File: config.mk
export PLATFORM = sky130hd
export DESIGN_NAME = uart_receiver_flat
export DESIGN_NICKNAME = d
export VERILOG_FILES = /design/src/rtl/uart_receiver_if.sv /design/src/rtl/uart_receiver.sv /design/src/flat_wrapper.sv
export SDC_FILE = /design/constraint.sdc
export NUM_CORES = 1
export LEC_CHECK = 0
export ABC_AREA = 1
export CORE_UTILIZATION = 60
export CTS_CLUSTER_DIAMETER = 50
export DETAILED_ROUTE_END_ITERATION = 16
export PLACE_DENSITY = 0.89
export SYNTH_ARGS = -nofsm -noshare
export SYNTH_HDL_FRONTEND = slang
export SYNTH_SLANG_ARGS = --single-unit
File: constraint.sdc
create_clock -name clk -period 2.9 [get_ports clk]
set_input_delay 0.725 -clock clk [delete_from_list [all_inputs] [get_ports clk]]
set_output_delay 0.725 -clock clk [all_outputs]
set_load 0.02 [all_outputs]
File: src/rtl/uart_receiver_if.sv
// Host-side read port of the UART receiver: read strobe, read data and empty flag.
interface uart_receiver_if #(
    parameter int unsigned DBIT = 8
);
    logic            rd_uart;
    logic [DBIT-1:0] rd_data;
    logic            rx_empty;

    // Host drives the read strobe and consumes data/status.
    modport master (
        output rd_uart,
        input  rd_data,
        input  rx_empty
    );

    // Receiver returns data/status and accepts the read strobe.
    modport slave (
        input  rd_uart,
        output rd_data,
        output rx_empty
    );
endinterface

File: src/rtl/uart_receiver.sv
// 8N1 UART receiver with 16x oversampling baud generator and a small receive FIFO.

// Receive FIFO with registered read data and registered full/empty flags.
module uart_rx_fifo #(
    parameter int unsigned DBIT   = 8,
    parameter int unsigned FIFO_W = 2
) (
    input  logic            clk,
    input  logic            rst_n,
    input  logic            wr,
    input  logic            rd,
    input  logic [DBIT-1:0] w_data,
    output logic [DBIT-1:0] r_data,
    output logic            empty
);
    localparam int unsigned DEPTH = 2 ** FIFO_W;

    logic [DBIT-1:0]   mem [DEPTH];
    logic [FIFO_W-1:0] wr_ptr;
    logic [FIFO_W-1:0] rd_ptr;
    logic [FIFO_W-1:0] wr_ptr_succ;
    logic [FIFO_W-1:0] rd_ptr_succ;
    logic              full;
    logic              wr_en;
    logic              rd_en;

    // A write into a full FIFO is allowed only when a pop frees a slot on the same edge.
    assign rd_en       = rd && !empty;
    assign wr_en       = wr && (!full || rd_en);
    assign wr_ptr_succ = wr_ptr + FIFO_W'(1);
    assign rd_ptr_succ = rd_ptr + FIFO_W'(1);

    // Storage array, no reset needed.
    always_ff @(posedge clk) begin
        if (wr_en) begin
            mem[wr_ptr] <= w_data;
        end
    end

    // Pointers, flags and read data register.
    always_ff @(posedge clk or negedge rst_n) begin
        if (!rst_n) begin
            wr_ptr <= '0;
            rd_ptr <= '0;
            full   <= 1'b0;
            empty  <= 1'b1;
            r_data <= '0;
        end else begin
            if (rd_en) begin
                r_data <= mem[rd_ptr];
                rd_ptr <= rd_ptr_succ;
            end
            if (wr_en) begin
                wr_ptr <= wr_ptr_succ;
            end
            case ({wr_en, rd_en})
                2'b10: begin
                    empty <= 1'b0;
                    full  <= (wr_ptr_succ == rd_ptr);
                end
                2'b01: begin
                    full  <= 1'b0;
                    empty <= (rd_ptr_succ == wr_ptr);
                end
                default: ;
            endcase
        end
    end
endmodule

module uart_receiver #(
    parameter int unsigned DBIT       = 8,
    parameter int unsigned SB_TICK    = 16,
    parameter int unsigned DVSR       = 326,
    parameter int unsigned DVSR_WIDTH = 9,
    parameter int unsigned FIFO_W     = 2
) (
    input  logic          clk,
    input  logic          rst_n,
    input  logic          rx,
    uart_receiver_if.slave host
);
    localparam int unsigned NW = (DBIT > 1) ? $clog2(DBIT) : 1;

    typedef enum logic [1:0] {IDLE, START, DATA, STOP} state_t;

    logic                  rx_meta_q;
    logic                  rx_sync_q;
    logic [DVSR_WIDTH-1:0] baud_q;
    logic [DVSR_WIDTH-1:0] baud_d;
    logic                  s_tick;
    state_t                state_q;
    logic [3:0]            s_q;
    logic [NW-1:0]         n_q;
    logic [DBIT-1:0]       b_q;
    logic                  done_q;
    logic                  rx_done_tick;
    logic [DBIT-1:0]       dout;

    // Two-flop synchroniser for the asynchronous serial line, idles high.
    always_ff @(posedge clk or negedge rst_n) begin
        if (!rst_n) begin
            rx_meta_q <= 1'b1;
            rx_sync_q <= 1'b1;
        end else begin
            rx_meta_q <= rx;
            rx_sync_q <= rx_meta_q;
        end
    end

    // Free-running oversampling tick: one pulse every DVSR clocks.
    assign s_tick = (baud_q == DVSR_WIDTH'(DVSR - 1));
    assign baud_d = s_tick ? '0 : baud_q + DVSR_WIDTH'(1);

    always_ff @(posedge clk or negedge rst_n) begin
        if (!rst_n) begin
            baud_q <= '0;
        end else begin
            baud_q <= baud_d;
        end
    end

    // Frame deserialiser: mid-bit sampling driven by the oversampling tick.
    always_ff @(posedge clk or negedge rst_n) begin
        if (!rst_n) begin
            state_q <= IDLE;
            s_q     <= '0;
            n_q     <= '0;
            b_q     <= '0;
            done_q  <= 1'b0;
        end else begin
            done_q <= 1'b0;
            case (state_q)
                IDLE: begin
                    if (!rx_sync_q) begin
                        state_q <= START;
                        s_q     <= '0;
                    end
                end
                START: begin
                    if (s_tick) begin
                        if (s_q == 4'd7) begin
                            if (!rx_sync_q) begin
                                state_q <= DATA;
                                s_q     <= '0;
                                n_q     <= '0;
                            end else begin
                                // Line went back high before mid start bit: glitch.
                                state_q <= IDLE;
                            end
                        end else begin
                            s_q <= s_q + 4'd1;
                        end
                    end
                end
                DATA: begin
                    if (s_tick) begin
                        if (s_q == 4'd15) begin
                            s_q <= '0;
                            b_q <= {rx_sync_q, b_q[DBIT-1:1]};
                            if (n_q == NW'(DBIT - 1)) begin
                                state_q <= STOP;
                            end else begin
                                n_q <= n_q + NW'(1);
                            end
                        end else begin
                            s_q <= s_q + 4'd1;
                        end
                    end
                end
                STOP: begin
                    if (s_tick) begin
                        if (s_q == 4'(SB_TICK - 1)) begin
                            state_q <= IDLE;
                            done_q  <= 1'b1;
                        end else begin
                            s_q <= s_q + 4'd1;
                        end
                    end
                end
                default: state_q <= IDLE;
            endcase
        end
    end

    assign rx_done_tick = done_q;
    assign dout         = b_q;

    // Completed bytes queue up for the host.
    uart_rx_fifo #(
        .DBIT   (DBIT),
        .FIFO_W (FIFO_W)
    ) m2 (
        .clk    (clk),
        .rst_n  (rst_n),
        .wr     (rx_done_tick),
        .rd     (host.rd_uart),
        .w_data (dout),
        .r_data (host.rd_data),
        .empty  (host.rx_empty)
    );
endmodule

File: src/flat_wrapper.sv
// flat-port wrapper written by rule: the top's interface ports become plain ports
module uart_receiver_flat 
#(
    parameter int unsigned DBIT       = 8,
    parameter int unsigned SB_TICK    = 16,
    parameter int unsigned DVSR       = 326,
    parameter int unsigned DVSR_WIDTH = 9,
    parameter int unsigned FIFO_W     = 2
)
  (clk, rst_n, rx, host_rd_uart, host_rd_data, host_rx_empty);
  uart_receiver_if #(.DBIT(DBIT)) host_i ();
  input  logic clk;
  input  logic rst_n;
  input  logic rx;
  input wire logic [$bits(host_i.rd_uart)-1:0] host_rd_uart;
  output wire logic [$bits(host_i.rd_data)-1:0] host_rd_data;
  output wire logic [$bits(host_i.rx_empty)-1:0] host_rx_empty;
  assign host_i.rd_uart = host_rd_uart;
  assign host_rd_data = host_i.rd_data;
  assign host_rx_empty = host_i.rx_empty;
  uart_receiver #(.DBIT(DBIT), .SB_TICK(SB_TICK), .DVSR(DVSR), .DVSR_WIDTH(DVSR_WIDTH), .FIFO_W(FIFO_W)) u_core (.clk(clk), .rst_n(rst_n), .rx(rx), .host(host_i));
endmodule
== Yosys cells after proc, flatten, opt, wreduce, memory -nomap -nowiden ==
Memories as Yosys holds them, arrays and structs flattened. A register that Yosys moved wholly into a read port is not among the register bits.
Cells that the tools add are included.
Widths: inputs -> output; s select.

* Register bits after elaboration: 35
* Bits in writable memories: 32
* Word-level logic and storage cells: 86
* Output and inout port bits: 9
* Bits of input ports: 4
* Memories kept: 1

{| class="wikitable"
|+ Memory list
! memory !! depth !! width !! read ports !! clocked after Yosys merged registers in !! write ports !! RTL line !! RTL
|-
| u_core.m2.mem || 4 || 8 || 1 || 1 || 1 || uart_receiver.sv:18 || <nowiki>logic [DBIT-1:0] mem [DEPTH];</nowiki>
|}

* Reduce and logical (&&, ||, !) cells: 13
* Muxes and demuxes: 33
* Eq/ne operators: 22
* Add/sub/neg operators: 5

{| class="wikitable"
|+ Operator list
! kind !! count
|-
| $mux 4 || 7
|-
| $mux 2 || 9
|-
| $mux 3 || 6
|-
| $pmux 4 s4 || 1
|-
| $ne 2x1->1 const B || 7
|-
| $add 9x1->9 const B || 1
|-
| $eq 9x9->1 const B || 1
|-
| $mux 9 || 1
|-
| $ne 2x2->1 const B || 4
|-
| $pmux 2 s4 || 1
|-
| $reduce_and 8->1 || 1
|-
| $reduce_and 7->1 || 1
|-
| $eq 2x2->1 const B || 3
|-
| $pmux 3 s2 || 1
|-
| $mux 1 || 5
|-
| $add 2x1->2 const B || 2
|-
| $add 4x1->4 const B || 1
|-
| $eq 2x1->1 const B || 2
|-
| $eq 2x2->1 || 2
|-
| $eq 4x3->1 const B || 1
|-
| $eq 4x4->1 const B || 1
|-
| $pmux 1 s2 || 2
|-
| $reduce_and 4->1 || 1
|-
| $reduce_bool 2->1 || 2
|-
| 7 further kinds || 10
|}

== Logic depth before layout (Yosys ltp) ==
Gate-level depths: netlist of run 1.

* Depth in word-level cells: 6
* Mapped depth: 11
* Depth with buffers taken out: 11

== Modules after synthesis ==
Synthesis of run 1 repeated with hierarchy kept, for this count alone.

* Cells, all modules: 399
* Area total of the unflattened synthesis: 3,574.7 um^2

{| class="wikitable"
|+ Modules (own cells, without submodules)
! module !! cells an instance !! area each (um^2) !! sequential area each (um^2) !! times used
|-
| uart_rx_fifo || 211 || 2,077.0 || 1,312.5 || 1
|-
| uart_receiver || 188 || 1,497.7 || 728.2 || 1
|}

== Worst setup path after synthesis of run 1 ==
No wires, ideal clock.

* Path kind: input to register
* From: input host_rd_uart
* To: memory u_core.m2.mem[0][0], enable pin
* Stages on the path: 4
* Slack: 1,080 ps
* Library setup time: 371 ps
* Data arrival time: 1,450 ps
* Buffers on the path: 0
* Required time: 2,529 ps
* Path through: nand2_1 inv_2 o21ai_2 nor2_1

* Longest elaborated chain between the ends: 5

{| class="wikitable"
|+ Ends and longest elaborated chain
! item !! RTL line !! RTL
|-
| start, declared || flat_wrapper.sv:15 || <nowiki>input wire logic [$bits(host_i.rd_uart)-1:0] host_rd_uart;</nowiki>
|-
| $logic_and 1x1->1 || uart_receiver.sv:28 || <nowiki>assign rd_en = rd && !empty;</nowiki>
|-
| $logic_or 1x1->1 || uart_receiver.sv:29 || <nowiki>assign wr_en = wr && (!full || rd_en);</nowiki>
|-
| $logic_and 1x1->1 || uart_receiver.sv:29 ||
|-
| $mux 1 || uart_receiver.sv:35 || <nowiki>if (wr_en) begin</nowiki>
|-
| $mux 1 (implied by the code) || uart_receiver.sv:36 || <nowiki>mem[wr_ptr] <= w_data;</nowiki>
|-
| end, declared || uart_receiver.sv:18 ||
|}

No other way between the ends.

== Final worst setup path of run 1 ==
* From: register u_core.m2.empty
* To: output host_rx_empty

{| class="wikitable"
|+ RTL lines
! item !! RTL line !! RTL
|-
| start, declared || uart_receiver.sv:14 || <nowiki>output logic empty</nowiki>
|-
| start signal, assigned || uart_receiver.sv:63 || <nowiki>empty <= (rd_ptr_succ == wr_ptr);</nowiki>
|-
| end, declared || flat_wrapper.sv:17 || <nowiki>output wire logic [$bits(host_i.rx_empty)-1:0] host_rx_empty;</nowiki>
|}

No word-level cell between the ends.

==> results of run 1 <==
cells by family (layout without fill, tap and decap cells):
kind of cell    after synthesis  after routing  synth area share
compound gates               55             55           0.08900
simple gates                138            138            0.1740
buf+inv                      51             76           0.06142
fa+ha+maj                    15             15           0.05517
xor+xnor                      8              8           0.02060
flops                        75             75            0.5999
worst register-to-register path: cells and delay by family (launching register included):
family | cells | cell delay, ns
compound gates | 2 | 0.52
fa+ha+maj | 1 | 0.30
buf+inv | 3 | 0.31
flops | 1 | 0.53
simple gates | 2 | 0.22
sequential cells by signal, indices dropped and copies added, names as in the netlist, named ones only:
signal and count:
u_core.b_q 8, u_core.baud_q 9, u_core.done_q 1, u_core.m2.empty 1, u_core.m2.full 1, u_core.m2.mem 32, u_core.m2.r_data 8, u_core.m2.rd_ptr 2
u_core.m2.wr_ptr 2, u_core.n_q 3, u_core.rx_meta_q 1, u_core.rx_sync_q 1, u_core.s_q 4, u_core.state_q 1
where the power goes:
group          switching (uW)  leakage, uW  internal [uW]
Combinational            12.4     0.000757           3.40
Sequential               1.59     0.000922           1100
Clock                     357    0.0000994            473
through the flow:
step                  util  cells  power, uW  setup slack (ns)  hold WS (ns)
finish              0.6943    439       1949            0.7190        0.3574
global route        0.6943    439       2014            0.6060        0.3646
CTS                 0.6943    439       1962            0.7013        0.3578
detailed placement  0.6566    423       1142            0.3730        0.3476
global placement    0.6566    423       1142            0.4486        0.3458
floorplan                -    342       1127             1.080        0.3452
cells in the final DEF, fill, tap and decap left out, types with 11 or more instances in the layout:
master,synthesis,routed
o21ai_0,32,32
nor2_1,57,57
dfrtp_1,40,40
clkdlybuf4s50_1,0,11
ha_1,15,15
nand2_1,53,53
edfxtp_1,32,32
inv_1,41,41
nand3_1,12,12
worst paths after layout:
check	end	slack [ns]	depth (start not counted)
setup reg to reg	u_core.m2.empty$_DFFE_PN1P_	0.96	8
min in group asynchronous	u_core.m2.full$_DFFE_PN0P_	0.52	1
hold reg to reg	u_core.rx_sync_q$_DFF_PN1_	0.36	0
hold / removal	u_core.rx_sync_q$_DFF_PN1_	0.36	0
max in group asynchronous	u_core.b_q[2]$_DFFE_PN0P_	1.79	1
setup / recovery	host_rx_empty	0.72	1
metal layers:
layer | vias up | part of all wire | track usage
met1 | 1061 | 0.45 | 0.2783
met4 | 0 | 0.017 | 0.09245
met5 | - | 0 | 0
li1 | 1156 | - | -
met2 | 70 | 0.49 | 0.3761
met3 | 9 | 0.043 | 0.07024
cell type report:
class	count	area (um2)	area share
multi-input combinational	216	1152	0.3033
sequential	75	2041	0.5370
timing repair buffer	16	145.1	0.03820
clock buffer	9	123.9	0.03260
clock inverter	7	82.58	0.02173
inverter	44	165.2	0.04346
tap	72	90.09	0.02371
Yosys cell counts (3+ instances only):
library cell / count
dfrtp_1: 40
buf_2: 5
a21oi_1: 7
nand2_2: 3
ha_1: 15
a31oi_1: 9
xor2_1: 7
inv_1: 41
nor2_1: 57
nand3_1: 12
edfxtp_1: 32
nand4_1: 4
o21ai_2: 3
o21ai_0: 32
nand2_1: 53
dfstp_2: 3
==> run metrics, run 1 <==
# diodes=0; max-slew violations=0; Post-synth EDFFs=32; die footprint=5975 um2; clk_skew=0.008943 ns; Worst Setup SP=u_core.m2.empty$_DFFE_PN1P_; sequential area share after synthesis=0.5999; Synth-to-Final Area Change=11.70%; Final HPWL DP=4123 um; crit path kind=flop to output pin; vias per cell=5.230; worst path cell trace=clkdlybuf4s50_1; Post-layout nets=381; Post-synth ARST share=0.5733; # H-tree levels=3; DRT antenna net count=0; Top Family by Delay on Critical Path=buffers and inverters; DRC Markers=0; Detailed Route WL=5857 um; core area=5473 um2; Rows=27; Final Hold Violating Endpoints=0; worst stage delay on the critical path=0.59 ns; I/O Buffers=12; Yosys reg bits=75; Tmin final=2.181 ns; Cells after Synth=342; Final period util=0.7521; critical path fanouts, max=2; share of the synthesized area in the top cell type=0.2942; worst vdd ir=0.0003697 V; Worst EP arrival=1.46 ns; TNS Setup=0 ns; vias in the first global route=2,196; DRT iter0 DRCs=270; total gr overflow=0; P_leak=0.001779 uW; dpl cell area=3593 um2; Post-CTS Setup Inserts=0; Crit path required time=2.17 ns; Post-CTS Hold Fix Bufs=0; TritonCTS clock tree=yes; Hold Crit Class=flop to flop; # IOs=13; Top FF cell, synth=dfrtp_1; initial antenna violation count=0; final setup fails=0; clk buf depth=2; power per cell area=512.9 nW/um2; post-route cell area=3800 um2; Mapped Area=3402 um2; 1st-pass router iterations=4; gpl congestion=0.8458; Sink Count=75; top cells by area, synth=dfrtp_1, edfxtp_1, nor2_1; cts repair resizes=0; share of cells above drive strength 1=0.09537; Routed wire per std cell=13.34 um; Syn Nets=361; warnings from Yosys=0; post-synth cell types=31; Die Span X=77.30 um; Vias=2,296; CP Capture Type=output pin; top cell type by total area after synthesis=dfrtp_1; fmax=458.5 MHz; critical path startpoint category=flop; clock slew at reported path FFs=0.08 ns; CP max stage cell=clkdlybuf4s50_1; fillcell total=425; Initial Utilization=0.6216; status=finished, final reports clean; Die Ht=77.30 um; global-route wire length before repair=10,210 um; RSZ-0062 raised after global routing=false; hold path start=u_core.rx_meta_q$_DFF_PN1_; Max-Slew Margin vs Limit=0.3811; total CTS buffers=9; start of the worst register-to-register path=u_core.m2.empty$_DFFE_PN1P_; Avg Synthesized Cell Area=9.947 um2; Worst-Skew Late Latency=0.34 ns; Buf/Inv on CP=1; Worst Max-Slew Pin Slew=0.9284 ns; max_cap viols=0; GRT Total Usage=0.2280; clk root buf=clkbuf_8; largest net degree at the start of global routing=44
Note: power is estimated with default switching activity, not from simulation.
==> run 2, diff against run 1 <==
--- a/config.mk
+++ b/config.mk
@@ -6,10 +6,10 @@
 export NUM_CORES = 1
 export LEC_CHECK = 0
 export ABC_AREA = 1
-export CORE_UTILIZATION = 60
+export CORE_UTILIZATION = 54
 export CTS_CLUSTER_DIAMETER = 50
 export DETAILED_ROUTE_END_ITERATION = 16
-export PLACE_DENSITY = 0.89
+export PLACE_DENSITY = 0.85
 export SYNTH_ARGS = -nofsm -noshare
 export SYNTH_HDL_FRONTEND = slang
 export SYNTH_SLANG_ARGS = --single-unit
==> constraint.sdc (replaced) <==
create_clock -name clk -period 1.9 [get_ports clk]
set_input_delay 0.475 -clock clk [delete_from_list [all_inputs] [get_ports clk]]
set_output_delay 0.475 -clock clk [all_outputs]
set_load 0.02 [all_outputs]
==> run 2 against run 1 <==
  * Sequential power is 53% higher
  * Final area rose by 1.1%
  * First-iteration DRC count down 35%
  * Cell count increased by 2.3%
  * Non-clock buffer count increased by 7
  * Sequential share of layout area shrank 0.58 points
  * Critical path type unchanged
  * Critical endpoint is now host_rd_data[5]
  * Largest cell class unchanged
==> run metrics, run 2 (synthesis gave the netlist of run 1 again) <==
Vias=2,312 (+0.70%); metal2 WL=2969 um (+3.3%); Routed met1 length=2644 um (+0.38%); Routed wire per std cell=13.18 um (-1.2%); DRT antenna net count=0 (unchanged); vias per cell=5.149 (-1.5%); Buf/Inv on CP=1 (unchanged); share of cells above drive strength 1=0.1176 (+0.02228); Detailed Route WL=5916 um (+1.0%); Reg-to-Reg End=u_core.s_q[0]$_DFFE_PN0P_; CP max stage cell=clkdlybuf4s50_1; Cells after DPL=433 (+2.4%); 1st-pass router iterations=4 (unchanged); Crit path required time=1.42 ns (-0.75 ns); DRT iter0 DRCs=176 (-35%); Comb power frac=0.009 (about the same); Final HPWL DP=4127 um (+0.10%); # diodes=0 (unchanged); die footprint=6621 um2 (+11%); fillcell total=463 (+8.9%); gpl congestion=0.8529 (+0.84%); Switch Pwr=607.9 uW (+64%); Flop pwr share=0.580 (+0.014); largest net degree at the start of global routing=44 (unchanged); GRT Total Usage=0.2148 (-0.01327); Post-CTS Hold Fix Bufs=0 (unchanged); # IOs=13 (unchanged); clk_skew=0.01236 ns (+0.003416 ns); CP Capture Type=output pin; Worst EP arrival=1.30 ns (-0.16 ns); Final Non-Filler Cells=449 (+2.3%); top flop regs=u_core.m2.mem x32, u_core.baud_q x9; DRC Markers=0 (unchanged); RSZ-0062 raised after global routing=false; max_cap viols=0 (unchanged); Die Span X=81.37 um (+5.3%); Initial Utilization=0.5679 (-0.05375); I/O Buffers=12 (unchanged); Top Family by Delay on Critical Path=buffers and inverters; Switching Share=0.2092 (+0.01903); Synth-to-Final Area Change=12.91%; TritonCTS clock tree=yes; Final Hold Violating Endpoints=0 (unchanged); vias in the first global route=2,187 (-0.41%); cts repair resizes=1 (+1); TNS Setup=0 ns (unchanged); crit path kind=flop to output pin; commonest non-fill, non-tap cell in the layout=nor2_1; Die Ht=81.37 um (+5.3%); worst stage delay on the critical path=0.60 ns (about the same); critical path startpoint category=flop; power per cell area=756.5 nW/um2 (+47%); met3 WL=164 um (-34%); clock slew at reported path FFs=0.08 ns (about the same); Hold Crit Class=primary input to asynchronous set/reset pin; P_int=2298 uW (+46%); Max-Slew Margin vs Limit=0.6499 (+0.2688); Rows=28 (+3.7%); max-slew violations=0 (unchanged); # H-tree levels=3 (unchanged); critical path fanouts, max=2 (unchanged); Worst Max-Slew Pin Slew=0.5252 ns (-0.4032 ns); core area=5991 um2 (+9.5%); commonest non-fill, non-tap cells in the layout=nor2_1, nand2_1, inv_1; P_leak=0.001809 uW (+1.7%); Post-layout nets=388 (+1.8%); Reg2Reg Depth=9 (+1); clock group share of total power=0.412 (-0.013); clk buf depth=2 (unchanged); Worst-Skew Late Latency=0.35 ns (about the same); worst path cell trace=clkdlybuf4s50_1; worst vdd ir=0.0006804 V (+84%); max reg flops=32 (unchanged); Post-CTS Setup Inserts=0 (unchanged); fmax=563.0 MHz; initial antenna violation count=0 (unchanged); dpl cell area=3650 um2 (+1.6%); Tmin final=1.776 ns; R2R Setup Slk=0.23 ns (-0.73 ns); most flop-heavy register=u_core.m2.mem; total gr overflow=0 (unchanged); global-route wire length before repair=10,240 um (+0.33%); final setup fails=0 (unchanged); Top Layer Used=met4; clk root buf=clkbuf_8; Sink Count=75 (unchanged); Final period util=0.9348; start of the worst register-to-register path=u_core.state_q[0]$_DFFE_PN0P_; status=finished, final reports clean; post-route cell area=3841 um2 (+1.1%); total CTS buffers=9 (unchanged)
-- run 2: power groups by stage --
stage / Clock (uW) / Combinational [uW] / Sequential, uW
finish: 1200 / 25.4 / 1680
global placement: 0 / 27.0 / 1720
global route: 1300 / 31.2 / 1680
CTS: 1210 / 27.2 / 1680
floorplan: 0 / 2.13 / 1720
detailed placement: 0 / 27.2 / 1720
-- run 2: metal layers --
layer	up-vias	GRT usage
met4	0	0.09643
met5	-	0
li1	1171	-
met2	35	0.3625
met1	1094	0.2528
met3	12	0.06180
-- run 2: worst max path at each step --
| stage | start | to | slack [ns] | cells past startpoint |
|---|---|---|---|---|
| 4_1_cts | u_core.m2.r_data[5]$_DFFE_PN0P_ | host_rd_data[5] | 0.11 | 1 |
| 3_5_place_dp | host_rd_uart | u_core.m2.mem[2][7]$_DFFE_PP_ | 0.02 | 7 |
| 3_3_place_gp | host_rd_uart | u_core.m2.mem[2][7]$_DFFE_PP_ | 0.05 | 7 |
| 5_1_grt | u_core.m2.r_data[7]$_DFFE_PN0P_ | host_rd_data[7] | 0.05 | 1 |
| 2_1_floorplan | u_core.m2.empty$_DFFE_PN1P_ | u_core.m2.empty$_DFFE_PN1P_ | 0.17 | 8 |
| 6_report | u_core.m2.r_data[5]$_DFFE_PN0P_ | host_rd_data[5] | 0.12 | 1 |
-- run 2: cell type report --
| cell class | instances | area, um2 | share of cell area |
|---|---|---|---|
| Sequential cell | 75 | 2041 | 0.5313 |
| Multi-Input combinational cell | 216 | 1152 | 0.3000 |
| Timing Repair Buffer | 23 | 196.4 | 0.05114 |
| Inverter | 44 | 165.2 | 0.04300 |
| Clock buffer | 10 | 127.6 | 0.03322 |
| Tap cell | 75 | 93.84 | 0.02443 |
| Clock inverter | 6 | 65.06 | 0.01694 |
-- run 2: metrics by stage --
| stage | total power [uW] | util | setup slack [ns] | hold WS, ns |
|---|---|---|---|---|
| after floorplan | 1720 | - | 0.1715 | 0.1794 |
| after global placement | 1745 | 0.6092 | 0.05266 | 0.3469 |
| final | 2906 | 0.6412 | 0.1240 | 0.1912 |
| after detailed placement | 1745 | 0.6092 | 0.02041 | 0.3482 |
| after CTS | 2924 | 0.6412 | 0.1070 | 0.2008 |
| after global routing | 3013 | 0.6412 | 0.04836 | 0.2370 |
==> run 3, diff against run 2 <==
--- a/config.mk
+++ b/config.mk
@@ -10,6 +10,8 @@
 export CTS_CLUSTER_DIAMETER = 50
 export DETAILED_ROUTE_END_ITERATION = 16
 export PLACE_DENSITY = 0.85
+export SKIP_CTS_REPAIR_TIMING = 1
+export SKIP_LAST_GASP = 1
 export SYNTH_ARGS = -nofsm -noshare
 export SYNTH_HDL_FRONTEND = slang
 export SYNTH_SLANG_ARGS = --single-unit
==> run 3 against run 2 <==
  * Utilization rose by 0.063 points
  * Critical endpoint unchanged
  * Via count did not move
  * Routed wire length barely moved
  * Largest cell class unchanged
  * First-iteration DRC count did not move
  * Die area did not move
  * Largest power group unchanged
  * Sequential cell count did not move
==> run metrics, run 3 (synthesis gave the netlist of run 1 again) <==
Vias=2,312 (unchanged); start of the worst register-to-register path=u_core.state_q[0]$_DFFE_PN0P_; global-route wire length before repair=10,240 um (unchanged); Comb power frac=0.009 (about the same); vias in the first global route=2,187 (unchanged); die footprint=6621 um2 (unchanged); Post-layout nets=388 (unchanged); Rows=28 (unchanged); clk buf depth=2 (unchanged); Tmin final=1.776 ns (unchanged); total gr overflow=0 (unchanged); fillcell total=462 (-0.22%); DRC Markers=0 (unchanged); Die Span X=81.37 um (unchanged); Worst-Skew Late Latency=0.35 ns (about the same); Final Hold Violating Endpoints=0 (unchanged); initial antenna violation count=0 (unchanged); RSZ-0062 raised after global routing=false; Cells after DPL=433 (unchanged); clk root buf=clkbuf_8; Worst EP arrival=1.30 ns (about the same); max_cap viols=0 (unchanged); Buf/Inv on CP=1 (unchanged); final setup fails=0 (unchanged); clock slew at reported path FFs=0.08 ns (about the same); CP Capture Type=output pin; Final Non-Filler Cells=449 (unchanged); crit path kind=flop to output pin; Max-Slew Margin vs Limit=0.6499 (unchanged); I/O Buffers=12 (unchanged); DRT antenna net count=0 (unchanged); Flop pwr share=0.580 (about the same); critical path depth=1 (unchanged); # diodes=0 (unchanged); 1st-pass router iterations=4 (unchanged); DRT iter0 DRCs=176 (unchanged); Initial Utilization=0.5679 (unchanged); clock group share of total power=0.412 (about the same); # IOs=13 (unchanged); gpl congestion=0.8529 (unchanged); commonest non-fill, non-tap cell in the layout=nor2_1; max-slew violations=0 (unchanged); Detailed Route WL=5918 um (about the same); TritonCTS clock tree=yes; CP max stage cell=clkdlybuf4s50_1; worst stage delay on the critical path=0.60 ns (about the same); Hold Crit Class=primary input to asynchronous set/reset pin; P_leak=0.001811 uW (about the same); total CTS buffers=9 (unchanged); critical path startpoint category=flop; Worst Setup SP=u_core.m2.r_data[5]$_DFFE_PN0P_; Switch Pwr=607.8 uW (about the same); post-layout util=0.6418 (about the same); GRT Total Usage=0.2148 (unchanged); Switching Share=0.2092 (about the same); worst vdd ir=0.0006804 V (unchanged); max reg flops=32 (unchanged); Die Ht=81.37 um (unchanged); clk_skew=0.01236 ns (unchanged); Final period util=0.9348 (unchanged); Final HPWL DP=4127 um (unchanged); worst path cell trace=clkdlybuf4s50_1; share of cells above drive strength 1=0.1176 (unchanged); largest net degree at the start of global routing=44 (unchanged); core area=5991 um2 (unchanged); Synth-to-Final Area Change=13.02% (about the same); most flop-heavy register=u_core.m2.mem; Final Power=2906 uW (about the same); P_int=2298 uW (unchanged); Sink Count=75 (unchanged); Reg2Reg Depth=9 (unchanged); top flop regs=u_core.m2.mem x32, u_core.baud_q x9; fmax=563.0 MHz (unchanged); status=finished, final reports clean; Crit path required time=1.42 ns (about the same); Routed wire per std cell=13.18 um (about the same); Worst Max-Slew Pin Slew=0.5252 ns (unchanged); power per cell area=755.8 nW/um2 (about the same); Top Family by Delay on Critical Path=buffers and inverters; vias per cell=5.149 (unchanged); commonest non-fill, non-tap cells in the layout=nor2_1, nand2_1, inv_1; # H-tree levels=3 (unchanged); critical path fanouts, max=2 (unchanged)
run 3: cell count changes in the layout (fill, tap and decap cells not counted), sizes merged:
cell	delta
dlygate4sd2	-1
dlymetal6s2s	+1
run 3: stage by stage:
stage,TNS [ns],instance area [um2],hold WS (ns),setup WS (ns)
2_1_floorplan,0,3402,0.1794,0.1715
3_3_place_gp,0,3650,0.3469,0.05266
3_5_place_dp,0,3650,0.3482,0.02041
4_1_cts,-0.06161,3842,0.2008,-0.06161
5_1_grt,0,3845,0.2370,0.04836
6_report,0,3845,0.1912,0.1240
run 3: cell type report:
| cell class | instances | area, um2 | area share |
|---|---|---|---|
| Multi-Input combinational cell | 216 | 1152 | 0.2997 |
| Sequential cell | 75 | 2041 | 0.5308 |
| Tap cell | 75 | 93.84 | 0.02441 |
| Timing Repair Buffer | 23 | 200.2 | 0.05207 |
| Clock buffer | 10 | 127.6 | 0.03319 |
| Inverter | 44 | 165.2 | 0.04295 |
| Clock inverter | 6 | 65.06 | 0.01692 |
run 3: worst paths after layout:
check / to / slack (ns)
worst max register to register: u_core.s_q[0]$_DFFE_PN0P_ / 0.23
worst min-delay path: u_core.m2.r_data[3]$_DFFE_PN0P_ / 0.19
min in group clk: u_core.rx_sync_q$_DFF_PN1_ / 0.36
worst min register to register: u_core.rx_sync_q$_DFF_PN1_ / 0.36
max in group asynchronous: u_core.rx_meta_q$_DFF_PN1_ / 1.34
worst max-delay path: host_rd_data[5] / 0.12
run 3: power by group through the flow:
stage               logic (uW)  clock network [uW]  registers, uW
floorplan                 2.13                   0           1720
global placement          27.0                   0           1720
detailed placement        27.2                   0           1720
CTS                       27.2                1210           1680
global route              31.2                1300           1680
finish                    25.4                1200           1680
run 3: layer usage:
| metal | track usage | share of wire | vias to the layer above |
|---|---|---|---|
| met5 | 0 | 0 | - |
| met4 | 0.09643 | 0.023 | 0 |
| met3 | 0.06180 | 0.028 | 12 |
| met2 | 0.3625 | 0.50 | 35 |
| met1 | 0.2528 | 0.45 | 1094 |
| li1 | - | - | 1171 |
